### config.mk
export PLATFORM = sky130hd
export DESIGN_NAME = ifetch_buf
export DESIGN_NICKNAME = d
export VERILOG_FILES = /design/src/rtl/ifetch_buf.sv
export SDC_FILE = /design/constraint.sdc
export NUM_CORES = 1
export LEC_CHECK = 0
export CORE_ASPECT_RATIO = 1.4
export CORE_UTILIZATION = 48
export CTS_CLUSTER_DIAMETER = 100
export CTS_CLUSTER_SIZE = 20
export DETAILED_ROUTE_END_ITERATION = 16
export GPL_ROUTABILITY_DRIVEN = 0
export PLACE_DENSITY_LB_ADDON = 0.1
export SLEW_MARGIN = 25
export SYNTH_ARGS = -nofsm -noshare
export SYNTH_HDL_FRONTEND = slang
export SYNTH_SLANG_ARGS = --single-unit
### constraint.sdc
create_clock -name clk -period 2.4 [get_ports clk]
set_clock_uncertainty 0.05 [all_clocks]
set_input_delay 0.36 -clock clk [delete_from_list [all_inputs] [get_ports clk]]
set_output_delay 0.36 -clock clk [all_outputs]
set_load 0.005 [all_outputs]
### src/rtl/ifetch_buf.sv
// Instruction fetch buffer: issues in-order imem requests and holds up to two
// returned instructions for decode, dropping stale responses after a redirect.
//
// state | meaning
// RUN   | normal fetch; responses fill the instruction buffer
// DRAIN | after a flush, discard the responses still in flight (drop_q of them)
module ifetch_buf #(
  parameter int BUF_DEPTH = 2
) (
  input  logic        clk,
  input  logic        rst_n,
  input  logic [31:0] pc,
  input  logic        flush,
  input  logic        stall,
  output logic        fetch_fire,
  output logic        imem_req,
  output logic [31:0] imem_addr,
  input  logic        imem_gnt,
  input  logic        imem_rvalid,
  input  logic [31:0] imem_rdata,
  output logic        inst_valid,
  output logic [31:0] inst,
  output logic [31:0] inst_pc,
  input  logic        inst_ready,
  output logic        fetch_err
);

  typedef enum logic {RUN = 1'b0, DRAIN = 1'b1} state_e;

  state_e      state_q, state_d;
  logic [1:0]  occ_q, occ_d;
  logic [1:0]  outst_q, outst_d;
  logic [1:0]  drop_q, drop_d;
  logic        fetch_err_q, fetch_err_d;

  // Both FIFOs are two entries deep, so a single toggling bit is the pointer.
  logic [31:0] pcf_q [BUF_DEPTH];
  logic [31:0] pcf_d [BUF_DEPTH];
  logic        pcf_wr_q, pcf_wr_d, pcf_rd_q, pcf_rd_d;
  logic [31:0] ib_pc_q [BUF_DEPTH];
  logic [31:0] ib_pc_d [BUF_DEPTH];
  logic [31:0] ib_data_q [BUF_DEPTH];
  logic [31:0] ib_data_d [BUF_DEPTH];
  logic        ib_wr_q, ib_wr_d, ib_rd_q, ib_rd_d;

  logic        rsp_live;
  logic        ib_push;
  logic        ib_pop;

  assign imem_req   = (state_q == RUN) & ~stall & ~flush &
                      ((3'(outst_q) + 3'(occ_q)) < 3'(BUF_DEPTH));
  assign fetch_fire = imem_req & imem_gnt;
  assign imem_addr  = {pc[31:2], 2'b00};

  assign inst_valid = (occ_q != 2'd0);
  assign inst       = ib_data_q[ib_rd_q];
  assign inst_pc    = ib_pc_q[ib_rd_q];
  assign fetch_err  = fetch_err_q;

  assign rsp_live = imem_rvalid & (outst_q != 2'd0);
  assign ib_push  = (state_q == RUN) & ~flush & rsp_live;
  assign ib_pop   = (state_q == RUN) & ~flush & inst_valid & inst_ready;

  always_comb begin
    state_d     = state_q;
    occ_d       = occ_q;
    outst_d     = outst_q;
    drop_d      = drop_q;
    pcf_d       = pcf_q;
    pcf_wr_d    = pcf_wr_q;
    pcf_rd_d    = pcf_rd_q;
    ib_pc_d     = ib_pc_q;
    ib_data_d   = ib_data_q;
    ib_wr_d     = ib_wr_q;
    ib_rd_d     = ib_rd_q;
    fetch_err_d = fetch_err_q | (imem_rvalid & (outst_q == 2'd0) & (drop_q == 2'd0));

    if (state_q == RUN) begin
      if (flush) begin
        occ_d    = 2'd0;
        outst_d  = 2'd0;
        pcf_wr_d = 1'b0;
        pcf_rd_d = 1'b0;
        ib_wr_d  = 1'b0;
        ib_rd_d  = 1'b0;
        // A response landing in the flush cycle is already consumed here.
        drop_d   = outst_q - {1'b0, rsp_live};
        if (drop_d != 2'd0) state_d = DRAIN;
      end else begin
        if (ib_push) begin
          ib_pc_d[ib_wr_q]   = pcf_q[pcf_rd_q];
          ib_data_d[ib_wr_q] = imem_rdata;
          ib_wr_d            = ~ib_wr_q;
          pcf_rd_d           = ~pcf_rd_q;
        end
        if (ib_pop) ib_rd_d = ~ib_rd_q;
        if (fetch_fire) begin
          pcf_d[pcf_wr_q] = pc;
          pcf_wr_d        = ~pcf_wr_q;
        end
        occ_d   = occ_q + {1'b0, ib_push} - {1'b0, ib_pop};
        outst_d = outst_q + {1'b0, fetch_fire} - {1'b0, ib_push};
      end
    end else begin
      if (flush) begin
        occ_d   = 2'd0;
        ib_wr_d = 1'b0;
        ib_rd_d = 1'b0;
      end
      if (imem_rvalid && (drop_q != 2'd0)) begin
        drop_d = drop_q - 2'd1;
        if (drop_d == 2'd0) state_d = RUN;
      end
    end
  end

  always_ff @(posedge clk or negedge rst_n) begin
    if (!rst_n) begin
      state_q     <= RUN;
      occ_q       <= 2'd0;
      outst_q     <= 2'd0;
      drop_q      <= 2'd0;
      fetch_err_q <= 1'b0;
      pcf_wr_q    <= 1'b0;
      pcf_rd_q    <= 1'b0;
      ib_wr_q     <= 1'b0;
      ib_rd_q     <= 1'b0;
      for (int i = 0; i < BUF_DEPTH; i++) begin
        pcf_q[i]     <= 32'd0;
        ib_pc_q[i]   <= 32'd0;
        ib_data_q[i] <= 32'd0;
      end
    end else begin
      state_q     <= state_d;
      occ_q       <= occ_d;
      outst_q     <= outst_d;
      drop_q      <= drop_d;
      fetch_err_q <= fetch_err_d;
      pcf_wr_q    <= pcf_wr_d;
      pcf_rd_q    <= pcf_rd_d;
      ib_wr_q     <= ib_wr_d;
      ib_rd_q     <= ib_rd_d;
      pcf_q       <= pcf_d;
      ib_pc_q     <= ib_pc_d;
      ib_data_q   <= ib_data_d;
    end
  end

endmodule

* Yosys cells after proc, flatten, opt, wreduce, memory -nomap -nowiden *
Index checks and enable logic that the tools add are counted.

storage, ports and cells
  logic and storage cells = 114
  flip-flop bits (word level) = 204
  output and inout port bits = 100
  input bits = 71

operators by class
  mux-type cells = 39
  magnitude comparators = 7
  equality and inequality tests = 2
  reductions and logical operators = 21
  bitwise logic cells = 23
  add/subtract/negate cells = 7

operator list
  cell                                                                           count
  32-bit 2-to-1 mux                                                              11
  64-bit bitwise mux                                                             3
  32-bit demux with 1-bit select                                                 2
  1-bit 2-to-1 mux                                                               16
  2-bit nonzero test                                                             8
  2-bit 2-to-1 mux                                                               7
  1-bit bitwise AND                                                              11
  2-bit AND reduction                                                            5
  2-bit >= comparator (second input constant)                                    4
  1-bit NOT with 2-bit output                                                    4
  1-bit NOT                                                                      7
  2-bit logical NOT                                                              3
  3-bit AND reduction                                                            2
  2-bit by 1-bit subtractor with 2-bit output                                    3
  2-bit by 1-bit adder with 2-bit output                                         2
  2-bit by 1-bit less-than comparator with 1-bit output (second input constant)  2
  2-bit by 2-bit adder with 3-bit output                                         1
  1-bit logical AND                                                              3
  3-bit by 2-bit less-than comparator with 1-bit output (second input constant)  1
  2-bit by 1-bit inequality test with 1-bit output (second input constant)       1
  2-bit inequality test (second input constant)                                  1
  2-bit by 1-bit subtractor with 2-bit output (second input constant)            1
  1-bit OR                                                                       1

* Depth between registers and ports, before layout *
  depth in word-level cells = 8
  gate-level depth with buffers = 9
  depth with buffers taken out = 8

* Worst setup path after synthesis *
No wires, ideal clock.

  path type = register to register
  start = register outst_q[0]
  end = register pcf_q[34] (netlist bit)
  setup slack = 0.050 ns
  data required time = 2.225 ns
  arrival time = 2.174 ns
  stages on the path, launching flop included = 10
  path through = dfrtp_1 buf_4 and2_1 fa_1 nor2_1 and4b_4 and2b_1 buf_6 buf_6 mux2_4

on the way
  longest elaborated chain between the ends = 5

ends and longest elaborated chain
  element                                                RTL line  RTL
  start, declared                                        32        logic [1:0] outst_q, outst_d;
  start signal, assigned                                 136       outst_q <= outst_d;
  2-bit by 2-bit adder with 3-bit output                 51        ((3'(outst_q) + 3'(occ_q)) < 3'(BUF_DEPTH));
  3-bit by 2-bit less-than comparator with 1-bit output  51
  1-bit bitwise AND                                      50        assign imem_req = (state_q == RUN) & ~stall & ~flush &
  1-bit bitwise AND                                      52        assign fetch_fire = imem_req & imem_gnt;
  named net fetch_fire                                   15        output logic fetch_fire,
  3-bit AND reduction (no source line)                   n/a
  end signal, assigned                                   143       pcf_q <= pcf_d;
  end, declared                                          37        logic [31:0] pcf_q [BUF_DEPTH];

The timed path passes the listed nets, and every way through them passes these cells.
A chain may end at the register's enable or synchronous reset.

* Worst setup path after layout *
  start = register outst_q[0]
  end = register pcf_q[12] (netlist bit)

on the way
  longest elaborated chain between the ends = 5

ends and longest elaborated chain
  element                                                RTL line
  2-bit by 2-bit adder with 3-bit output                 51
  3-bit by 2-bit less-than comparator with 1-bit output  51
  1-bit bitwise AND                                      50
  1-bit bitwise AND                                      52
  3-bit AND reduction (no source line)                   n/a

Every way passes these cells.

==> run summary <==
outcome = complete, but fails checks
failing checks = setup timing
CTS sink count = 204
Max Fclk = 394 MHz
CTS tree = yes
fin area = 12200 sq um
Lkg Pwr = 5.93 nW
Pwr Density = 939 nW/um^2
Worst EP required = 2.71 ns
Clock power frac = 20.3%
die area = 20700 sq um
first-pass GRT wire length = 32600 um
Critical Path Fanout Max = 16
P_sw = 3.12 mW
Final period util = 106%
initial antenna violation count = 0
overall die height = 170 um
placed cell areas = 11500 sq um
final wirelength = 20500 um
Worst-path clk slew = 0.08 ns
Post-synth EDFFs = 0
Sequential Power Share = 45.2%
max-capacitance violation count = 0
DR WL/cell = 19.6 um
drt pass-1 iters = 4
Yosys cell types = 39
worst path arrival time = 2.85 ns
antenna-violating nets left = 0
commonest non-fill, non-tap cell in the layout = dfrtp_1
most frequent cells in the layout = dfrtp_1, mux2_2, clkdlybuf4s50_1, mux2_4, dlygate4sd2_1
share of the synthesized area in the top cell type = 53.0%
Site Rows = 61
n_diodes = 0
biggest area consumer among synthesized cells = dfrtp_1
worst setup margin = -0.137 ns
worst path cell trace = and2_4 > fa_1 > nor2_2 > buf_4 > and4b_4 > buf_6 > buf_4 > nand2_2 > clkbuf_16 > mux2_2
number of global-route vias before repair = 6149
Vias/cell = 5.29
Slowest-stage cell, CP = fa_1
setup violators final = 66
RSZ-0062 raised after global routing = true
Layout Nets = 871
Yosys warning total = 0
setup tns final = -7.31 ns
drt drc = 0
largest net degree at the start of global routing = 64
CTS buffer count = 14
I/O pins = 171
WS Path Type = reg2reg
largest cells by area after synthesis = dfrtp_1, mux2_2, mux2_4
Detailed Route Iter0 Violations = 168
Worst setup EP type = flop
routed vias = 5545
Relative slew margins = 63.9%
CTS root buffer = clkbuf_16
max incr delay on CP = 0.53 ns
ratio of cells with drive above 1 in the final layout = 44.9%
CORE AREA = 19800 sq um
Int Pwr = 8.31 mW
initial core utilization = 48.8%
#FFs+latches synth = 204
most used flip-flop cell after synthesis = dfrtp_1
average cell area after synthesis = 15.2 sq um
pins over their slew limit = 0
Async SR Flop Fraction = 100%
hold crit path type = in2async
Sw Ratio = 27.3%
clock latency on the worst-skew pair = 0.47 ns
most used cell, CP = buf_4
worst-margin pin slew = 0.542 ns
VDD IR max = 551 uV
CP startpoint kind = flop
synthesized area = 9640 sq um
post-DP HPWL = 12800 um
Global Route Usage Sum = 20.2%
dpl ws = -0.0838 ns
port bufs = 168
Die Wd = 122 um
H-Tree Depth = 1
GR Overflow Total = 0
synth-to-layout area growth = 26.3%
register area share after synthesis = 53.0%
Final min period = 2.54 ns
Logic pwr share = 34.5%
Final Hold Viols = 0
Synth Instances = 632
CTS Buffer Depth = 3
==> Yosys cell counts (3+ instances only) <==
library cell	n
a31oi_1	4
a21oi_1	5
dfrtp_1	204
nand2_1	6
nor2_1	8
inv_1	4
mux2i_1	8
mux2_4	90
mux2_2	191
ha_1	4
buf_6	12
buf_2	9
clkbuf_1	7
buf_1	5
or3_1	3
o21ai_0	11
buf_4	35
==> final cells by class <==
type                            count  area (sq um)
Sequential cell                   204          5110
Timing Repair Buffer              214          2270
Inverter                            4          15.0
Fill cell                        1505          7600
Tap cell                          252           315
Multi-Input combinational cell    357          4060
Clock inverter                      1          16.3
Clock buffer                       17           383
==> flip-flops by register name, indices dropped and copies added (netlist names) <==
signal     count
drop_q         2
fetch_err      1
ib_data_q     64
ib_pc_q       64
ib_rd_q        1
ib_wr_q        1
occ_q          2
outst_q        2
pcf_q         64
pcf_rd_q       1
pcf_wr_q       1
state_q        1
==> through the flow <==
stage	hold WS (ns)	power [mW]	instances	util [%]
after floorplan	0.0144	7.58	633	-
after global placement	0.323	9.16	1009	58.0
after detailed placement	0.324	9.38	1009	58.0
after CTS	0.396	11.5	1041	61.0
after global routing	0.424	12.1	1049	61.6
final	0.376	11.4	1049	61.6
==> cells by family (layout without fill, tap and decap cells) <==
family          Yosys count  count (layout)  synth area share, %
xor+xnor                  2               2                0.182
other cells               1               2               0.0389
flops                   204             204                 53.0
buf+inv                  72             236                 5.22
mux                     289             289                 37.2
simple gates             30              30                 1.86
compound gates           29              29                 1.84
fa+ha+maj                 5               5                0.727
==> metal layers <==
layer	share of wire [%]	routed length, um	vias up	track usage (%)
li1	-	-	2527	-
met1	43	8890	2877	25.5
met2	51	10500	122	35.8
met3	4.1	837	19	3.02
met4	1.4	288	0	4.78
met5	0	0	-	0
==> power by group through the flow <==
| stage | registers [mW] | clock network, mW | logic [mW] |
|---|---|---|---|
| 6_report | 5.17 | 2.32 | 3.94 |
| 5_1_grt | 5.31 | 2.53 | 4.28 |
| 4_1_cts | 5.17 | 2.41 | 3.96 |
| 3_5_place_dp | 5.23 | 0 | 4.15 |
| 3_3_place_gp | 5.14 | 0 | 4.02 |
| 2_1_floorplan | 4.99 | 0 | 2.59 |
==> what timing repair did <==
item,4_1_cts,5_1_grt
gates resized for setup,88,10
buffers inserted,9,6
endpoints found under the hold margin,60,0
pin swaps,3,1
setup endpoints to repair,58,87
hold buffers,1,0
gates cloned,4,2
==> worst max-delay path, delay by kind of cell (launching register included) <==
family        cells  cell delay [ns]
mux               1             0.34
fa+ha+maj         1             0.53
simple gates      4             0.52
flops             1             0.39
buf+inv           4             0.59
==> path summary, 6_finish.rpt <==
| path | from | to | slack (ns) | cells past startpoint |
|---|---|---|---|---|
| max | outst_q[0]$_DFFE_PN0N_ | pcf_q[12]$_DFFE_PN0P_ | -0.14 | 10 |
| min | rst_n | ib_data_q[4]$_DFFE_PN0P_ | 0.38 | 2 |
| max reg2reg | outst_q[0]$_DFFE_PN0N_ | pcf_q[12]$_DFFE_PN0P_ | -0.14 | 10 |
| min reg2reg | ib_pc_q[62]$_DFFE_PN0P_ | ib_pc_q[62]$_DFFE_PN0P_ | 0.44 | 2 |
| max in group asynchronous | rst_n | ib_pc_q[22]$_DFFE_PN0P_ | 1.15 | 3 |
| min in group clk | ib_pc_q[62]$_DFFE_PN0P_ | ib_pc_q[62]$_DFFE_PN0P_ | 0.44 | 2 |
(Power assumes the default switching activity.)
